==> src/rtl/lsu_align.sv <==
// lsu_align: turns byte/half/word loads and stores into word accesses (RMW merge, lane extract, extension).
// Optional macro LSU_MISALIGN_SPLIT_EN: perform misaligned accesses (split when crossing); otherwise reject them.
module lsu_align (
  input  logic        clk,
  input  logic        reset,
  input  logic        req_valid,
  input  logic        req_we,
  input  logic [2:0]  req_funct3,
  input  logic [31:0] req_addr,
  input  logic [31:0] req_wdata,
  output logic        ready,
  output logic        done,
  output logic [31:0] rdata,
  output logic        misalign_err,
  output logic [31:0] mem_addr,
  output logic [31:0] mem_wdata,
  output logic        mem_we,
  input  logic [31:0] mem_rdata
);

  typedef enum logic [1:0] {IDLE = 2'd0, ACC0 = 2'd1, ACC1 = 2'd2} state_t;

  state_t      state_r, state_nxt_s;
  logic        we_r;
  logic [2:0]  funct3_r;
  logic [1:0]  off_r;
  logic [31:0] wdata_r;
  logic [31:0] mem_addr_r;
  logic [31:0] asm_r;
  logic [31:0] rdata_r;
  logic        done_r;
  logic        err_r;

  logic [3:0]  nbytes_s;
  logic        cross_s;
  logic        misaligned_s;
  logic        reject_s;
  logic        active_s;
  logic        hi_s;
  logic        last_s;
  logic [31:0] merged_s;
  logic [31:0] asm_nxt_s;

  function automatic logic [3:0] size_bytes(input logic [1:0] sz);
    case (sz)
      2'b00:   return 4'd1;
      2'b01:   return 4'd2;
      default: return 4'd4;
    endcase
  endfunction

  // Lane belongs to the access when its position in the two-word window lies in [off, off+n).
  function automatic logic lane_hit(input logic hi, input logic [1:0] lane,
                                    input logic [1:0] off, input logic [3:0] n);
    logic [3:0] pos;
    pos = {1'b0, hi, lane};
    return (pos >= {2'b00, off}) && (pos < ({2'b00, off} + n));
  endfunction

  function automatic logic [1:0] lane_byte(input logic hi, input logic [1:0] lane, input logic [1:0] off);
    logic [2:0] d;
    d = {hi, lane} - {1'b0, off};
    return d[1:0];
  endfunction

  function automatic logic [31:0] extend(input logic [31:0] v, input logic [2:0] f3);
    case (f3)
      3'b000:  return {{24{v[7]}}, v[7:0]};
      3'b001:  return {{16{v[15]}}, v[15:0]};
      3'b100:  return {24'd0, v[7:0]};
      3'b101:  return {16'd0, v[15:0]};
      default: return v;
    endcase
  endfunction

  // Request decode: size, crossing and rejection of the registered access
  always_comb begin
    nbytes_s     = size_bytes(funct3_r[1:0]);
    cross_s      = ({2'b00, off_r} + nbytes_s) > 4'd4;
    misaligned_s = ({2'b00, off_r} & (nbytes_s - 4'd1)) != 4'd0;
`ifdef LSU_MISALIGN_SPLIT_EN
    reject_s     = 1'b0;
`else
    reject_s     = misaligned_s;
`endif
    active_s     = (state_r == ACC0) || (state_r == ACC1);
    hi_s         = (state_r == ACC1);
    last_s       = (state_r == ACC1) || ((state_r == ACC0) && !(cross_s && !reject_s));
  end

  // Store lane merge and load byte assembly for the current word
  always_comb begin
    merged_s  = mem_rdata;
    asm_nxt_s = asm_r;
    for (int l = 0; l < 4; l++) begin
      if (active_s && lane_hit(hi_s, l[1:0], off_r, nbytes_s)) begin
        merged_s[{l[1:0], 3'b000} +: 8] = wdata_r[{lane_byte(hi_s, l[1:0], off_r), 3'b000} +: 8];
        asm_nxt_s[{lane_byte(hi_s, l[1:0], off_r), 3'b000} +: 8] = mem_rdata[{l[1:0], 3'b000} +: 8];
      end else begin
        merged_s[{l[1:0], 3'b000} +: 8] = mem_rdata[{l[1:0], 3'b000} +: 8];
      end
    end
  end

  // Next-state logic
  always_comb begin
    state_nxt_s = state_r;
    case (state_r)
      IDLE: begin
        if (req_valid) state_nxt_s = ACC0;
        else           state_nxt_s = IDLE;
      end
      ACC0: begin
        if (last_s) state_nxt_s = IDLE;
        else        state_nxt_s = ACC1;
      end
      ACC1:    state_nxt_s = IDLE;
      default: state_nxt_s = IDLE;
    endcase
  end

  // State, request capture, load assembly and completion registers
  always_ff @(posedge clk) begin
    if (reset) begin
      state_r    <= IDLE;
      we_r       <= 1'b0;
      funct3_r   <= 3'd0;
      off_r      <= 2'd0;
      wdata_r    <= 32'd0;
      mem_addr_r <= 32'd0;
      asm_r      <= 32'd0;
      rdata_r    <= 32'd0;
      done_r     <= 1'b0;
      err_r      <= 1'b0;
    end else begin
      state_r <= state_nxt_s;
      done_r  <= last_s;
      err_r   <= last_s && reject_s;
      if (state_r == IDLE && req_valid) begin
        we_r       <= req_we;
        funct3_r   <= req_funct3;
        off_r      <= req_addr[1:0];
        wdata_r    <= req_wdata;
        mem_addr_r <= {req_addr[31:2], 2'b00};
        asm_r      <= 32'd0;
      end else if (active_s) begin
        asm_r <= asm_nxt_s;
        // Second word of a split access; wraps naturally at the top of memory.
        if (!last_s) mem_addr_r <= mem_addr_r + 32'd4;
      end
      if (last_s && !we_r) rdata_r <= reject_s ? 32'd0 : extend(asm_nxt_s, funct3_r);
    end
  end

  assign ready        = (state_r == IDLE);
  assign done         = done_r;
  assign misalign_err = err_r;
  assign rdata        = rdata_r;
  assign mem_addr     = mem_addr_r;
  assign mem_wdata    = merged_s;
  // A reset arriving mid-access must suppress the pending write.
  assign mem_we       = active_s && we_r && !reject_s && !reset;

endmodule

==> config.mk <==
export PLATFORM = sky130hd
export DESIGN_NAME = lsu_align
export DESIGN_NICKNAME = d
export VERILOG_FILES = /design/src/rtl/lsu_align.sv
export SDC_FILE = /design/constraint.sdc
export NUM_CORES = 1
export LEC_CHECK = 0
export BUFFER_PORTS_ARGS = -buffer_cell sky130_fd_sc_hd__buf_2
export CAP_MARGIN = 0
export CORE_ASPECT_RATIO = 1.2
export CORE_MARGIN = 2
export CORE_UTILIZATION = 31
export CTS_CLUSTER_DIAMETER = 200
export CTS_CLUSTER_SIZE = 25
export DETAILED_ROUTE_END_ITERATION = 16
export SLEW_MARGIN = 20
export SYNTH_ARGS = -nofsm -noshare
export SYNTH_HDL_FRONTEND = slang
export SYNTH_SLANG_ARGS = --single-unit
export TNS_END_PERCENT = 30
==> constraint.sdc <==
create_clock -name clk -period 8 [get_ports clk]
set_input_delay 2 -clock clk [delete_from_list [all_inputs] [get_ports clk]]
set_output_delay 2 -clock clk [all_outputs]
set_load 0.02 [all_outputs]
==> results.cfg, run 1 <==
[cts]
path_clk_slew_ns = 0.06
htreeDepth = 4
root_buffer = clkbuf_16
cts_sinks = 136
tritoncts = yes
cts_resized = 0
numCtsBuffers = 17
clock_path_buffers = 2
postCtsSetupBuffers = 0
hold_buffers = 0
worstSkewPairLatency_ns = 0.43

[setup_path]
critPathMaxStageDelay_ns = 0.87
cp_max_fo = 26
r2r_start = off_r[1]$_SDFFE_PP0P_
crit_start = off_r[1]$_SDFFE_PP0P_
cp-endpoint = mem_wdata[5]
crit_required_ns = 6.00
crit_arrival_ns = 4.33
cp-start-kind = flip-flop
end_kind = output pin
ff2ff_setup_slack_ns = 3.24
r2r_end = rdata[30]$_SDFFE_PP0P_
cp_slowest_cell = dfxtp_1
crit_chain = inv_2 -> fa_1 -> xnor2_2 -> ha_1 -> and3b_4 -> o2bb2ai_1 -> nand3_1 -> mux2_2 -> buf_2
r2r_cells = 9
worst-setup-path-type = flip-flop to output pin

[sta]
rsz0062_at_grt = no
skew_ns = 0.01077
min_period_ns = 6.333
layout_worst_path_cycle_share = 0.7916
slew_headroom = 0.3111
setup_viol_count_final = 0
max_freq_mhz = 157.9
slew_violations = 0
tns_ns = 0
hold_violations = 0
worst_slew_pin_slew_ns = 1.033
setup_slack_ns = 1.667

[cells_and_area]
fin_util = 0.3804
mostFrequentLayoutCells = buf_2, nand2_1, dfxtp_1
layout_commonest_cell = buf_2
drive_gt1_frac = 0.2498
final_nets = 1321
n_fill_cell = 2834
instances_no_fill = 1554
final_area_um2 = 10240
syn_to_final_growth_pct = 21.35

[logic_synthesis]
ys_seq_area_frac = 0.3226
postSynthCellCount = 1041
yosysTopAreaCell = dfxtp_1
synth_edf_count = 0
async_flop_share = 0
yosys_register_bits = 136
ys.flop_type = dfxtp_1
synth.top_cell.area_share = 0.3226
synth.distinct_cells = 75
syn_avg_cell_area_um2 = 8.107
synthTopCellsByArea = dfxtp_1, nand2_1, mux4_2, a21oi_1, mux2_2
syn_area_um2 = 8439
yosysWarnings = 0

[drt]
firstDrtPassIters = 6
num_vias = 8489
routed_via_density = 5.463
drc = 0
ant_nets = 0
wirelength_um = 30750
wl_per_cell_um = 19.79
drt_iter0_drc = 681

[placed_design]
placed_cells = 1521
gp_congestion = 0.9700
dp_hpwl_um = 23530
port_buffers = 200
preCtsSetupSlack_ns = 2.135
post_dp_cell_area_um2 = 9635

[global_routing]
grt.overflow.total = 0
grt_max_degree = 78
grt_pass1_wl_um = 46310
grt_pass1_vias = 7958
antenna_found_initial = 2
track_usage = 0.2112

[floorplan]
core_um2 = 26920
start_util = 0.3135
die_h_um = 184.7
die_area_um2 = 28570
rows = 66
die_width_um = 154.6
io_pins = 203

[hold_path]
min_path_type = flip-flop to flip-flop

[pwr]
leakage_nw = 4.148
powerDensity_nw_per_um2 = 192.9
ir_drop_mv = 0.1206

[outcome]
outcome = completed

[job]
cap_violations = 0
-- critical path, delay by kind of cell, from the launching register on --
kind / cells / cell delay [ns]
compound gates: 1 / 0.38
xor+xnor: 1 / 0.17
fa+ha+maj: 2 / 0.92
buf+inv: 2 / 0.54
flops: 1 / 0.87
mux: 1 / 0.39
simple gates: 2 / 0.63
-- stage by stage --
step                power, W  hold slack (ns)
global placement    0.001163           0.4290
detailed placement  0.001166           0.4286
floorplan           0.001021           0.4501
global route        0.002058           0.4626
CTS                 0.001989           0.4365
finish              0.001976           0.4350
-- synth_stat cells, types with 25 or more instances --
library cell,count
a21oi_1,69
mux2_2,29
a221o_1,25
nand2b_1,27
nor2b_1,46
o21ai_0,41
clkbuf_1,51
nand2_1,179
nor2_1,70
dfxtp_1,136
nor3_1,30
-- flip-flops by register name (all words and copies together) (netlist names) --
register	cells
mem_addr	30
done	1
wdata_r	32
rdata	32
we_r	1
state_r	2
off_r	2
funct3_r	3
asm_r	32
misalign_err	1
-- power by group --
group,switching [W],internal (W)
registers,0.0000352,0.000709
logic,0.000265,0.000147
clock network,0.000326,0.000492
-- final cells by class --
cell class	instances	area (um^2)	share of cell area
clock buffers	18	429.2	0.04191
inverters	22	82.58	0.008064
flip-flops and latches	136	2724	0.2660
repair buffers	207	1054	0.1029
multi-input cells	816	5350	0.5224
well taps	340	425.4	0.04154
clock inverters	14	173.9	0.01698
diodes	1	2.502	0.0002443
-- worst min-delay path by stage --
| stage | startpoint | to | slack [ns] | cells past startpoint |
|---|---|---|---|---|
| 2_1_floorplan | funct3_r[2]$_SDFFE_PP0P_ | funct3_r[2]$_SDFFE_PP0P_ | 0.45 | 2 |
| 3_3_place_gp | rdata[5]$_SDFFE_PP0P_ | rdata[5]$_SDFFE_PP0P_ | 0.43 | 2 |
| 3_5_place_dp | rdata[5]$_SDFFE_PP0P_ | rdata[5]$_SDFFE_PP0P_ | 0.43 | 2 |
| 4_1_cts | rdata[5]$_SDFFE_PP0P_ | rdata[5]$_SDFFE_PP0P_ | 0.44 | 2 |
| 5_1_grt | rdata[5]$_SDFFE_PP0P_ | rdata[5]$_SDFFE_PP0P_ | 0.46 | 2 |
| 6_report | rdata[5]$_SDFFE_PP0P_ | rdata[5]$_SDFFE_PP0P_ | 0.44 | 2 |
-- layer usage --
layer	wire, um	track usage
met4	1208	0.09889
met2	15120	0.3580
met3	1429	0.03127
met5	10	0
met1	12980	0.2641
-- cells by family (layout without fill, tap and decap cells) --
family,count (synthesis),count (layout),share of synthesized area
flip-flops,136,136,0.3226
multiplexers,61,61,0.1004
adder cells (fa/ha/maj),18,18,0.02758
buffers and inverters,90,261,0.04418
XOR/XNOR,24,24,0.02580
AND/OR/NAND/NOR,451,451,0.2612
AO/OA/AOI/OAI,260,260,0.2178
other,1,3,0.0004443
Power figures use the tool's default switching activity.
==> inputs of run 2 (changes only) <==
clock period = 5.43 ns   (was 8 ns; I/O delays follow)
==> run 2 against run 1 <==
  * Cell area down 0.16%
  * Non-clock buffer count up 5
  * Clock power up 36%
  * Worst hold slack better by 0.0013 ns
  * Via count up 1.5%
  * Largest cell class unchanged
  * Worst setup slack worse by 1.3 ns
  * Global-route usage about the same
  * Die area unchanged
  * First-iteration DRC count down 11%
==> results.cfg, run 2 (same netlist as run 1, synthesis figures left out) <==
[outcome]
outcome = completed

[cts]
postCtsSetupBuffers = 0
root_buffer = clkbuf_16
numCtsBuffers = 17
cts_resized = 0
hold_buffers = 0
worstSkewPairLatency_ns = 0.44
tritoncts = yes
cts_sinks = 136
path_clk_slew_ns = 0.06
htreeDepth = 4
clock_path_buffers = 2

[floorplan]
die_area_um2 = 28570
rows = 66
die_h_um = 184.7
start_util = 0.3135
die_width_um = 154.6
core_um2 = 26920
io_pins = 203

[drt]
routed_via_density = 5.533
drt_iter0_drc = 609
num_vias = 8620
wl_per_cell_um = 19.88
ant_nets = 0
wirelength_um = 30970
drc = 0
firstDrtPassIters = 5

[setup_path]
end_kind = output pin
crit_required_ns = 4.07
cp-start-kind = flip-flop
worst-setup-path-type = flip-flop to output pin
r2r_cells = 13
cp_max_fo = 8
crit_arrival_ns = 3.75

[cells_and_area]
layout_commonest_cell = buf_2
syn_to_final_growth_pct = 21.16
instances_no_fill = 1558
mostFrequentLayoutCells = buf_2, nand2_1, dfxtp_1
final_nets = 1326
drive_gt1_frac = 0.2514

[sta]
min_period_ns = 5.105
worst_hold_slack_ns = 0.4363
hold_violations = 0
setup_slack_ns = 0.3250
skew_ns = 0.02209
layout_worst_path_cycle_share = 0.9402
slew_violations = 0
slew_headroom = 0.3251
rsz0062_at_grt = no
worst_slew_pin_slew_ns = 1.012
setup_viol_count_final = 0
max_freq_mhz = 195.9
tns_ns = 0

[pwr]
p_sw_frac = 0.3179
power_switching_w = 0.0008955
clkPwrFrac = 0.396
powerDensity_nw_per_um2 = 275.5
pwr-share-seq = 0.388
ir_drop_mv = 0.1625
total_power_w = 0.002817
pwr-share-comb = 0.217
p_int_w = 0.001921
leakage_nw = 4.161

[job]
cap_violations = 0

[global_routing]
track_usage = 0.2114
grt_max_degree = 51
grt_pass1_wl_um = 46550
grt.overflow.total = 0
antenna_found_initial = 1
grt_pass1_vias = 8150

[placed_design]
port_buffers = 200
gp_congestion = 0.9875
preCtsSetupSlack_ns = 0.7639
dp_hpwl_um = 23540
placed_cells = 1526

[hold_path]
min_path_type = flip-flop to flip-flop
hold_depth = 2
-- run 2: cell count changes in the layout (fill, tap and decap cells not counted), sizes merged --
cell and delta:
clkinv +2, bufinv -2, clkinvlp -2, buf +5
inv -3, clkbuf +4
-- run 2: area by class of cell --
class	count	area (um^2)
Sequential cell	136	2724
Clock buffer	22	474.2
Antenna cell	1	2.502
Multi-Input combinational cell	816	5350
Clock inverter	9	75.07
Fill cell	2880	16700
Timing Repair Buffer	212	1091
Tap cell	340	425.4
Inverter	22	82.58
-- run 2: path summary, 6_finish.rpt --
path | from | end | slack (ns)
min | rdata[4]$_SDFFE_PP0P_ | rdata[4]$_SDFFE_PP0P_ | 0.44
max reg2reg | funct3_r[0]$_SDFFE_PP0P_ | rdata[27]$_SDFFE_PP0P_ | 1.23
min reg2reg | rdata[4]$_SDFFE_PP0P_ | rdata[4]$_SDFFE_PP0P_ | 0.44
max | funct3_r[0]$_SDFFE_PP0P_ | mem_wdata[3] | 0.32
-- run 2: layer usage --
metal | track usage | routed length (um) | share of wire | vias to the layer above
met5 | 0 | 0 | 0 | -
met4 | 0.1133 | 1515 | 0.049 | 0
met3 | 0.03997 | 1756 | 0.057 | 107
met2 | 0.3543 | 14900 | 0.48 | 352
met1 | 0.2568 | 12800 | 0.41 | 4058
li1 | - | - | - | 4103
-- run 2: through the flow --
step           area, um^2    util
2_1_floorplan        8443       -
3_3_place_gp         9673  0.3593
3_5_place_dp         9673  0.3593
4_1_cts             10220  0.3797
5_1_grt             10220  0.3798
6_report            10220  0.3798
-- run 2: power by group through the flow --
stage               Sequential, W  Combinational (W)  Clock [W]
global route              0.00110           0.000658    0.00118
detailed placement        0.00111           0.000606          0
global placement          0.00111           0.000603          0
finish                    0.00109           0.000611    0.00111
CTS                       0.00109           0.000608    0.00114
floorplan                 0.00113           0.000374          0
-- run 2: worst max-delay path, cell delays in order (launching register included) --
cell and delay, ns:
dfxtp_1 0.35, nor2_1 0.17, ha_1 0.24, inv_1 0.07
fa_1 0.40, xnor2_2 0.22, ha_1 0.32, and3b_4 0.22
o2bb2ai_1 0.34, nand3_1 0.40, mux2_2 0.42, buf_2 0.16
==> inputs of run 3 (changes only) <==
PLACE_DENSITY = 0.56   (was unset)
==> run 3 against run 2 <==
  * Flip-flop and latch count unchanged
  * Fmax up 0.45%
  * First-iteration DRC count up 11%
  * Power up 7.2%
  * Clock skew down 0.0064 ns
  * Combinational power about the same
  * Clock power up 19%
  * Routed wire length about the same
  * Sequential power about the same
  * Non-clock buffer count down 2
  * Worst hold slack better by 0.0025 ns
  * Critical path type unchanged
  * Critical endpoint is now mem_wdata[6]
  * Largest cell class unchanged
==> results.cfg, run 3 (same netlist as run 1, synthesis figures left out) <==
[floorplan]
die_width_um = 154.6
rows = 66
die_area_um2 = 28570
core_um2 = 26920
start_util = 0.3135
die_h_um = 184.7
io_pins = 203

[global_routing]
antenna_found_initial = 0
grt_pass1_wl_um = 46500
grt.overflow.total = 0
track_usage = 0.2123
grt_max_degree = 71
grt_pass1_vias = 8015

[drt]
firstDrtPassIters = 5
wirelength_um = 30960
routed_via_density = 5.478
wl_per_cell_um = 19.90
ant_nets = 0
drt_iter0_drc = 677
num_vias = 8524
drc = 0

[cells_and_area]
layout_commonest_cell = buf_2
final_nets = 1324
diodes = 0
drive_gt1_frac = 0.2525
mostFrequentLayoutCells = buf_2, nand2_1, dfxtp_1
syn_to_final_growth_pct = 22.25

[sta]
skew_ns = 0.01573
tns_ns = 0
hold_violations = 0
rsz0062_at_grt = no
max_freq_mhz = 196.8
slew_violations = 0
worst_hold_slack_ns = 0.4387
worst_slew_pin_slew_ns = 1.019
layout_worst_path_cycle_share = 0.9360
slew_headroom = 0.3203
min_period_ns = 5.082
setup_viol_count_final = 0

[cts]
htreeDepth = 4
worstSkewPairLatency_ns = 0.44
numCtsBuffers = 17
tritoncts = yes
cts_resized = 0
postCtsSetupBuffers = 0
cts_sinks = 136
clock_path_buffers = 2
path_clk_slew_ns = 0.06
hold_buffers = 0
root_buffer = clkbuf_16

[setup_path]
crit_required_ns = 4.07
end_kind = output pin
cp_max_fo = 8
cp-start-kind = flip-flop
worst-setup-path-type = flip-flop to output pin
crit_arrival_ns = 3.72

[job]
cap_violations = 0

[outcome]
outcome = completed

[hold_path]
min_path_type = flip-flop to flip-flop

[pwr]
powerDensity_nw_per_um2 = 292.8
leakage_nw = 4.201
total_power_w = 0.003021
ir_drop_mv = 0.1610

[placed_design]
port_buffers = 200
gp_congestion = 0.9481
dp_hpwl_um = 23570
==> run 3: changes by cell type in the layout (fill, tap and decap cells not counted), sizes merged <==
cell,before,now
clkbuf,22,18
diode,1,0
clkinvlp,2,1
bufinv,1,5
inv,21,23
buf,212,210
==> run 3: area by class of cell <==
class / count / area [um^2]
flip-flops and latches: 136 / 2724
repair buffers: 210 / 1076
clock inverters: 14 / 220.2
well taps: 340 / 425.4
inverters: 22 / 82.58
multi-input cells: 816 / 5350
clock buffers: 18 / 439.2
fillers: 2852 / 16600
==> run 3: final timing paths <==
path         depth (start not counted)                     end  slack (ns)                      from
max                                 11            mem_wdata[6]        0.35  funct3_r[0]$_SDFFE_PP0P_
min                                  2   rdata[4]$_SDFFE_PP0P_        0.44     rdata[4]$_SDFFE_PP0P_
max reg2reg                         13  rdata[30]$_SDFFE_PP0P_        1.23  funct3_r[0]$_SDFFE_PP0P_
min reg2reg                          2   rdata[4]$_SDFFE_PP0P_        0.44     rdata[4]$_SDFFE_PP0P_
==> run 3: worst max-delay path: stages, from the launching register on <==
cell	delay, ns
dfxtp_1	0.35
nor2_1	0.18
ha_1	0.24
inv_1	0.07
fa_1	0.41
xnor2_2	0.22
ha_1	0.33
and3b_4	0.22
o2bb2ai_1	0.28
nand3_1	0.41
mux2_2	0.43
buf_2	0.16
==> run 3: power by group <==
group          switching, W  internal (W)  total, W
Clock              0.000488      0.000831   0.00132
Combinational      0.000392      0.000218  0.000610
Sequential        0.0000464       0.00104   0.00109
Total              0.000926       0.00209   0.00302
==> run 3: layer usage <==
| layer | global-route usage | vias up | share of wire |
|---|---|---|---|
| li1 | - | 4106 | - |
| met1 | 0.2679 | 4057 | 0.43 |
| met2 | 0.3570 | 292 | 0.49 |
| met3 | 0.03480 | 69 | 0.051 |
| met4 | 0.09444 | 0 | 0.033 |
| met5 | 0 | - | 0 |
==> run 3: metrics by stage <==
stage	area (um^2)	setup WS (ns)	std cells	utilization
floorplan	8443	0.9305	1042	-
global placement	9658	0.8875	1524	0.3588
detailed placement	9658	0.7963	1524	0.3588
CTS	10320	0.3287	1556	0.3833
global route	10320	0.1314	1556	0.3833
finish	10320	0.3478	1556	0.3833
